$ cat src/rtl/baud_gen_param_if.sv
// Control/tick bundle between the baud generator and the UART TX/RX FSMs.
// The master side drives enable, divisor reload and resync; the slave side returns the ticks.
interface baud_gen_param_if #(
  parameter int unsigned DIV_W = 16
);
  logic             en;
  logic             div_load;
  logic [DIV_W-1:0] tx_div_in;
  logic [DIV_W-1:0] rx_div_in;
  logic             rx_resync;
  logic             tx_tick;
  logic             rx_os_tick;
  logic             rx_mid_tick;
  logic             rx_bit_tick;

  modport master (
    output en, div_load, tx_div_in, rx_div_in, rx_resync,
    input  tx_tick, rx_os_tick, rx_mid_tick, rx_bit_tick
  );

  modport slave (
    input  en, div_load, tx_div_in, rx_div_in, rx_resync,
    output tx_tick, rx_os_tick, rx_mid_tick, rx_bit_tick
  );
endinterface

$ cat src/rtl/baud_gen_param.sv
// Runtime-programmable UART baud generator: TX bit tick, RX oversample tick and
// RX mid-bit / end-of-bit strobes, with glitch-free divisor reload, freeze and RX resync.
module baud_gen_param #(
  parameter int unsigned DIV_W      = 16,
  parameter int unsigned OVERSAMPLE = 16,
  parameter int unsigned TX_DIV_RST = 10417,
  parameter int unsigned RX_DIV_RST = 651
) (
  input  logic               clk,
  input  logic               rst,
  baud_gen_param_if.slave    bus
);

  localparam int unsigned PH_W = $clog2(OVERSAMPLE);
  localparam logic [PH_W-1:0]  PH_MID    = PH_W'(OVERSAMPLE / 2 - 1);
  localparam logic [PH_W-1:0]  PH_END    = PH_W'(OVERSAMPLE - 1);
  localparam logic [DIV_W-1:0] TX_DIV_R0 = DIV_W'(TX_DIV_RST);
  localparam logic [DIV_W-1:0] RX_DIV_R0 = DIV_W'(RX_DIV_RST);
  localparam logic [DIV_W-1:0] DIV_MIN   = DIV_W'(2);
  localparam logic [DIV_W-1:0] DIV_ONE   = DIV_W'(1);

  // A divisor of 0 or 1 would give a terminal count that never matches or fires every cycle.
  function automatic logic [DIV_W-1:0] clamp_div(input logic [DIV_W-1:0] v);
    return (v < DIV_MIN) ? DIV_MIN : v;
  endfunction

  logic [DIV_W-1:0] tx_cnt_q,  tx_cnt_d;
  logic [DIV_W-1:0] rx_cnt_q,  rx_cnt_d;
  logic [PH_W-1:0]  rx_phase_q, rx_phase_d;
  logic [DIV_W-1:0] tx_div_q,  tx_div_d;
  logic [DIV_W-1:0] rx_div_q,  rx_div_d;
  logic [DIV_W-1:0] tx_divp_q, tx_divp_d;
  logic [DIV_W-1:0] rx_divp_q, rx_divp_d;
  logic             tx_pend_q, tx_pend_d;
  logic             rx_pend_q, rx_pend_d;
  logic             tx_tick_q, tx_tick_d;
  logic             rx_os_q,   rx_os_d;
  logic             rx_mid_q,  rx_mid_d;
  logic             rx_bit_q,  rx_bit_d;

  logic tx_tc;
  logic rx_tc;

  assign tx_tc = (tx_cnt_q == tx_div_q - DIV_ONE);
  assign rx_tc = (rx_cnt_q == rx_div_q - DIV_ONE);

  always_comb begin
    tx_cnt_d   = tx_cnt_q;
    rx_cnt_d   = rx_cnt_q;
    rx_phase_d = rx_phase_q;
    tx_div_d   = tx_div_q;
    rx_div_d   = rx_div_q;
    tx_divp_d  = tx_divp_q;
    rx_divp_d  = rx_divp_q;
    tx_pend_d  = tx_pend_q;
    rx_pend_d  = rx_pend_q;
    tx_tick_d  = 1'b0;
    rx_os_d    = 1'b0;
    rx_mid_d   = 1'b0;
    rx_bit_d   = 1'b0;

    if (bus.en) begin
      if (tx_tc) begin
        tx_cnt_d  = '0;
        tx_tick_d = 1'b1;
        if (tx_pend_q) begin
          tx_div_d  = tx_divp_q;
          tx_pend_d = 1'b0;
        end
      end else begin
        tx_cnt_d = tx_cnt_q + DIV_ONE;
      end

      if (bus.rx_resync) begin
        rx_cnt_d   = '0;
        rx_phase_d = '0;
        if (rx_pend_q) begin
          rx_div_d  = rx_divp_q;
          rx_pend_d = 1'b0;
        end
      end else if (rx_tc) begin
        rx_cnt_d   = '0;
        rx_os_d    = 1'b1;
        rx_mid_d   = (rx_phase_q == PH_MID);
        rx_bit_d   = (rx_phase_q == PH_END);
        rx_phase_d = rx_phase_q + PH_W'(1);
        if (rx_pend_q) begin
          rx_div_d  = rx_divp_q;
          rx_pend_d = 1'b0;
        end
      end else begin
        rx_cnt_d = rx_cnt_q + DIV_ONE;
      end

      // Capture comes after application so a load on a terminal count waits for the next one.
      if (bus.div_load) begin
        tx_divp_d = clamp_div(bus.tx_div_in);
        rx_divp_d = clamp_div(bus.rx_div_in);
        tx_pend_d = 1'b1;
        rx_pend_d = 1'b1;
      end
    end
  end

  always_ff @(posedge clk or negedge rst) begin
    if (!rst) begin
      tx_cnt_q   <= '0;
      rx_cnt_q   <= '0;
      rx_phase_q <= '0;
      tx_div_q   <= TX_DIV_R0;
      rx_div_q   <= RX_DIV_R0;
      tx_divp_q  <= TX_DIV_R0;
      rx_divp_q  <= RX_DIV_R0;
      tx_pend_q  <= 1'b0;
      rx_pend_q  <= 1'b0;
      tx_tick_q  <= 1'b0;
      rx_os_q    <= 1'b0;
      rx_mid_q   <= 1'b0;
      rx_bit_q   <= 1'b0;
    end else begin
      tx_cnt_q   <= tx_cnt_d;
      rx_cnt_q   <= rx_cnt_d;
      rx_phase_q <= rx_phase_d;
      tx_div_q   <= tx_div_d;
      rx_div_q   <= rx_div_d;
      tx_divp_q  <= tx_divp_d;
      rx_divp_q  <= rx_divp_d;
      tx_pend_q  <= tx_pend_d;
      rx_pend_q  <= rx_pend_d;
      tx_tick_q  <= tx_tick_d;
      rx_os_q    <= rx_os_d;
      rx_mid_q   <= rx_mid_d;
      rx_bit_q   <= rx_bit_d;
    end
  end

  assign bus.tx_tick     = tx_tick_q;
  assign bus.rx_os_tick  = rx_os_q;
  assign bus.rx_mid_tick = rx_mid_q;
  assign bus.rx_bit_tick = rx_bit_q;

endmodule

$ cat src/flat_wrapper.sv
// flat-port wrapper written by rule: the top's interface ports become plain ports
module baud_gen_param_flat 
#(
  parameter int unsigned DIV_W      = 16,
  parameter int unsigned OVERSAMPLE = 16,
  parameter int unsigned TX_DIV_RST = 10417,
  parameter int unsigned RX_DIV_RST = 651
)
  (clk, rst, bus_en, bus_div_load, bus_tx_div_in, bus_rx_div_in, bus_rx_resync, bus_tx_tick, bus_rx_os_tick, bus_rx_mid_tick, bus_rx_bit_tick);
  baud_gen_param_if #(.DIV_W(DIV_W)) bus_i ();
  input  logic clk;
  input  logic rst;
  input wire logic [$bits(bus_i.en)-1:0] bus_en;
  input wire logic [$bits(bus_i.div_load)-1:0] bus_div_load;
  input wire logic [$bits(bus_i.tx_div_in)-1:0] bus_tx_div_in;
  input wire logic [$bits(bus_i.rx_div_in)-1:0] bus_rx_div_in;
  input wire logic [$bits(bus_i.rx_resync)-1:0] bus_rx_resync;
  output wire logic [$bits(bus_i.tx_tick)-1:0] bus_tx_tick;
  output wire logic [$bits(bus_i.rx_os_tick)-1:0] bus_rx_os_tick;
  output wire logic [$bits(bus_i.rx_mid_tick)-1:0] bus_rx_mid_tick;
  output wire logic [$bits(bus_i.rx_bit_tick)-1:0] bus_rx_bit_tick;
  assign bus_i.en = bus_en;
  assign bus_i.div_load = bus_div_load;
  assign bus_i.tx_div_in = bus_tx_div_in;
  assign bus_i.rx_div_in = bus_rx_div_in;
  assign bus_i.rx_resync = bus_rx_resync;
  assign bus_tx_tick = bus_i.tx_tick;
  assign bus_rx_os_tick = bus_i.rx_os_tick;
  assign bus_rx_mid_tick = bus_i.rx_mid_tick;
  assign bus_rx_bit_tick = bus_i.rx_bit_tick;
  baud_gen_param #(.DIV_W(DIV_W), .OVERSAMPLE(OVERSAMPLE), .TX_DIV_RST(TX_DIV_RST), .RX_DIV_RST(RX_DIV_RST)) u_core (.clk(clk), .rst(rst), .bus(bus_i));
endmodule
$ cat config.mk
export PLATFORM = sky130hd
export DESIGN_NAME = baud_gen_param_flat
export DESIGN_NICKNAME = d
export VERILOG_FILES = /design/src/rtl/baud_gen_param_if.sv /design/src/rtl/baud_gen_param.sv /design/src/flat_wrapper.sv
export SDC_FILE = /design/constraint.sdc
export NUM_CORES = 1
export LEC_CHECK = 0
export CORE_ASPECT_RATIO = 1.1
export CORE_MARGIN = 10
export CORE_UTILIZATION = 49
export DETAILED_ROUTE_END_ITERATION = 12
export PLACE_DENSITY_LB_ADDON = 0.2
export REMOVE_ABC_BUFFERS = 1
export SLEW_MARGIN = 0
export SYNTH_ARGS = -nofsm -noshare
export SYNTH_HDL_FRONTEND = slang
export SYNTH_SLANG_ARGS = --single-unit
$ cat constraint.sdc
create_clock -name clk -period 8.53 [get_ports clk]
set_input_delay 1.706 -clock clk [delete_from_list [all_inputs] [get_ports clk]]
set_output_delay 1.706 -clock clk [all_outputs]
set_load 0.01 [all_outputs]
==> out/qor.txt <==
WORST SETUP PATH
--------------------------------------------------------------------------------
Worst setup path startpoint                                               bus_en
Cell-by-cell trace of the critical path                             clkdlybuf4s50_1 > clkinv_1 > or4_1 > mux2_4
Launching point of the worst reg2reg path                           u_core.tx_div_q[1]$_DFFE_PN0P_
Crit path buffers/inverters                                                    2
Worst R2R Path Depth                                                           9
Delay of the slowest cell on the worst path                              1080 ps
Slowest stage cell, crit path                                              or4_1
Cell family with most CP delay                                      buffers and inverters
Arr. time, crit path                                                     4850 ps
Worst setup SP type                                                    input pin
Crit path max fanout                                                          21
Critical path depth in cells                                                   4
Crit path required time                                                  8770 ps
Critical path start-end classification                              input pin to register
Kind of end point of the critical path                                  register

CLOCK TREE
--------------------------------------------------------------------------------
Number of clock sinks seen by CTS                                            106
Number of hold-repair buffers added at the cts stage                           0
Number of buffers inserted during clock tree synthesis                         9
Worst-Skew Late Latency                                                   350 ps
Clock Pin Slew Worst Setup and Hold Paths                                  70 ps
CTS Root Cell                                                          clkbuf_16
Number of gates resized after CTS                                              0
CTS tree                                                                    done
Number of post-CTS setup repair buffers                                        0
Number of buffers on the longest clock path                                    2
CTS H-Tree Depth                                                               3

DRT
--------------------------------------------------------------------------------
Number of nets with antenna violations after routing                           0
Residual DRC count                                                             0
Wire length after detailed routing                                      11500 um
Number of detailed-routing iterations run before antenna repair                4
Vias per cell                                                               5.61
Via count                                                                   3919
Average detailed-routed wire length per instance                         16.5 um
Number of DRC markers in iteration 0                                         324

PWR
--------------------------------------------------------------------------------
Max IR drop VDD                                                         0.131 mV
Power density over the cells                                          212 nW/um2
Leakage power of the design                                              2.81 nW
Total power of the final layout                                          1.38 mW

LOGIC SYNTHESIS
--------------------------------------------------------------------------------
Most frequently used flop master after synthesis                         dfrtp_1
Mean instance size in the synthesized netlist                           11.1 um2
Number of flops mapped to enable cells by yosys                                0
Synthesis Warnings                                                             0
Number of flip-flops and latches in the synthesized netlist                  106
Number of unique standard cell types used by synthesis                        66
Synthesized instance count                                                   512
Mapped Area                                                             5690 um2
Synth async-reset ratio                                                     100%
Proportion of synthesized chip area in sequential cells                    47.1%

STA
--------------------------------------------------------------------------------
Final setup slack of the worst path                                      3920 ps
Post-layout minimum cycle time                                           4610 ps
Relative slew margins                                                      34.8%
Final setup violating endpoints                                                0
FMAX                                                                     217 MHz
Final count of pins violating max slew                                         0
Setup repair after global routing missed its margin                           no
Hold Violations, Final                                                         0
Final period util                                                          54.0%
Clock skew                                                               7.63 ps
Total Neg Setup Slack                                                       0 ps
Slew at the pin closest to its max-slew limit                             979 ps

GLOBAL ROUTING
--------------------------------------------------------------------------------
Tot GR Track Use                                                           15.2%
Pin count of the biggest net entering global routing                          80
Global-route wire length before repair                                  20100 um
Number of antenna violations at the first check in global routing              0
Overflow after GRT                                                             0
Vias in the first global route                                              3988

FINISH
--------------------------------------------------------------------------------
Area delta synth->final                                                    14.1%
Leading cell types in the layout, fill and taps excluded            dfrtp_1, nor2_1, mux2_2
Share of cells above drive strength 1                                      21.3%
Post-layout utilization of the core                                        56.8%
Most common library cell in the layout ignoring fill and taps            dfrtp_1
# diodes                                                                       0
Number of nets in the layout                                                 586

FLOORPLAN
--------------------------------------------------------------------------------
Initial core utilization                                                   49.8%
Die area                                                               16300 um2
Number of standard-cell rows in the floorplan                                 41
Overall die width                                                         123 um
Vert. Die Dim                                                             133 um
Total I/O pin count                                                           41
CORE AREA                                                              11400 um2

HOLD PATH
--------------------------------------------------------------------------------
Worst hold start                                                    u_core.rx_divp_q[0]$_DFFE_PN1P_
Type of the most critical hold path                                 register to register
Worst hold stages                                                              2

PLACEMENT
--------------------------------------------------------------------------------
Minimum setup slack after placement                                      3580 ps
Detailed-placement wirelength estimate                                   8460 um
Port-buffer cells                                                             40
Last weighted congestion value of the routability-driven placer            0.819

OUTCOME
--------------------------------------------------------------------------------
Outcome                                                             finished clean

RUN
--------------------------------------------------------------------------------
Max-cap violations                                                             0

-- worst paths after layout --
| check | to | slack [ps] |
|---|---|---|
| worst max-delay path | u_core.tx_div_q[6]$_DFFE_PN0P_ | 3920 |
| worst min-delay path | u_core.rx_divp_q[0]$_DFFE_PN1P_ | 480 |
| worst max register to register | u_core.tx_div_q[6]$_DFFE_PN0P_ | 4650 |
| worst min register to register | u_core.rx_divp_q[0]$_DFFE_PN1P_ | 480 |
| max in group asynchronous | u_core.rx_div_q[6]$_DFFE_PN0P_ | 5980 |
| min in group asynchronous | u_core.tx_cnt_q[2]$_DFFE_PN0P_ | 1250 |
-- where the power goes --
group	switching (mW)	internal, mW
clock	0.185	0.258
combinational	0.119	0.149
sequential	0.0844	0.582
-- cell families after synthesis --
| family | share of synthesized area (%) |
|---|---|
| buf+inv | 3.34 |
| mux | 14.1 |
| xor+xnor | 9.54 |
| compound gates | 8.15 |
| flops | 47.1 |
| simple gates | 16.7 |
| fa+ha+maj | 1.10 |
-- per-layer routing --
metal | share of wire [%] | global-route usage (%)
met2 | 46 | 22.7
met5 | 0 | 0
met3 | 3.2 | 2.68
met4 | 1.7 | 6.55
met1 | 49 | 20.9
-- sequential cells by signal, summed over array words and instances, names as in the netlist --
| name | cells |
|---|---|
| u_core.rx_div_q | 16 |
| u_core.rx_phase_q | 4 |
| u_core.rx_pend_q | 1 |
| u_core.tx_divp_q | 16 |
| u_core.bus.rx_os_tick | 1 |
| u_core.bus.tx_tick | 1 |
| u_core.rx_cnt_q | 16 |
| u_core.bus.rx_bit_tick | 1 |
| u_core.rx_divp_q | 16 |
| u_core.tx_pend_q | 1 |
| u_core.tx_div_q | 16 |
| u_core.bus.rx_mid_tick | 1 |
| u_core.tx_cnt_q | 16 |
-- through the flow --
| step | area, um2 | instances | hold slack, ps |
|---|---|---|---|
| after detailed placement | 6180 | 683 | 473 |
| after CTS | 6500 | 699 | 483 |
| final | 6500 | 699 | 477 |
| after global placement | 6180 | 683 | 468 |
| after floorplan | 5570 | 490 | 455 |
| after global routing | 6500 | 699 | 495 |
-- area by class of cell --
| cell class | instances | area, um2 |
|---|---|---|
| fillers | 1005 | 4940 |
| multi-input cells | 366 | 2820 |
| flip-flops and latches | 106 | 2680 |
| repair buffers | 43 | 420 |
| clock buffers | 10 | 229 |
| well taps | 150 | 188 |
| clock inverters | 6 | 90.1 |
| inverters | 18 | 67.6 |
-- tightest hold or removal path, cell delays in order (launching register included) --
cell,delay [ps]
dfstp_2,370
nand2_1,40
o21ai_0,60
-- cell usage after synthesis (3+ instances only) --
cell / count / share of area (%)
dfrtp_1: 84 / 37
mux2_2: 42 / 8.3
nor2_1: 42 / 2.8
xor2_1: 36 / 5.5
xnor2_1: 26 / 4.0
nand2_1: 25 / 1.6
dfstp_2: 22 / 10
mux2_4: 20 / 5.3
inv_1: 17 / 1.1
nand3_1: 17 / 1.5
nor3_1: 17 / 1.5
nor4_1: 16 / 1.8
o21ai_0: 13 / 1.1
clkbuf_1: 12 / 0.79
or4_1: 9 / 1.2
nand4_1: 8 / 0.88
a21oi_1: 6 / 0.53
and3_1: 6 / 0.66
o211ai_1: 6 / 0.79
ha_1: 5 / 1.1
nand2b_1: 5 / 0.55
o2bb2ai_1: 5 / 0.77
buf_2: 4 / 0.35
buf_6: 4 / 0.79
o22ai_1: 4 / 0.44
and2_1: 3 / 0.33
mux2i_1: 3 / 0.53
nor3b_1: 3 / 0.40
o21a_1: 3 / 0.40
or2_2: 3 / 0.33
or3_1: 3 / 0.33
Power figures use the tool's default switching activity.
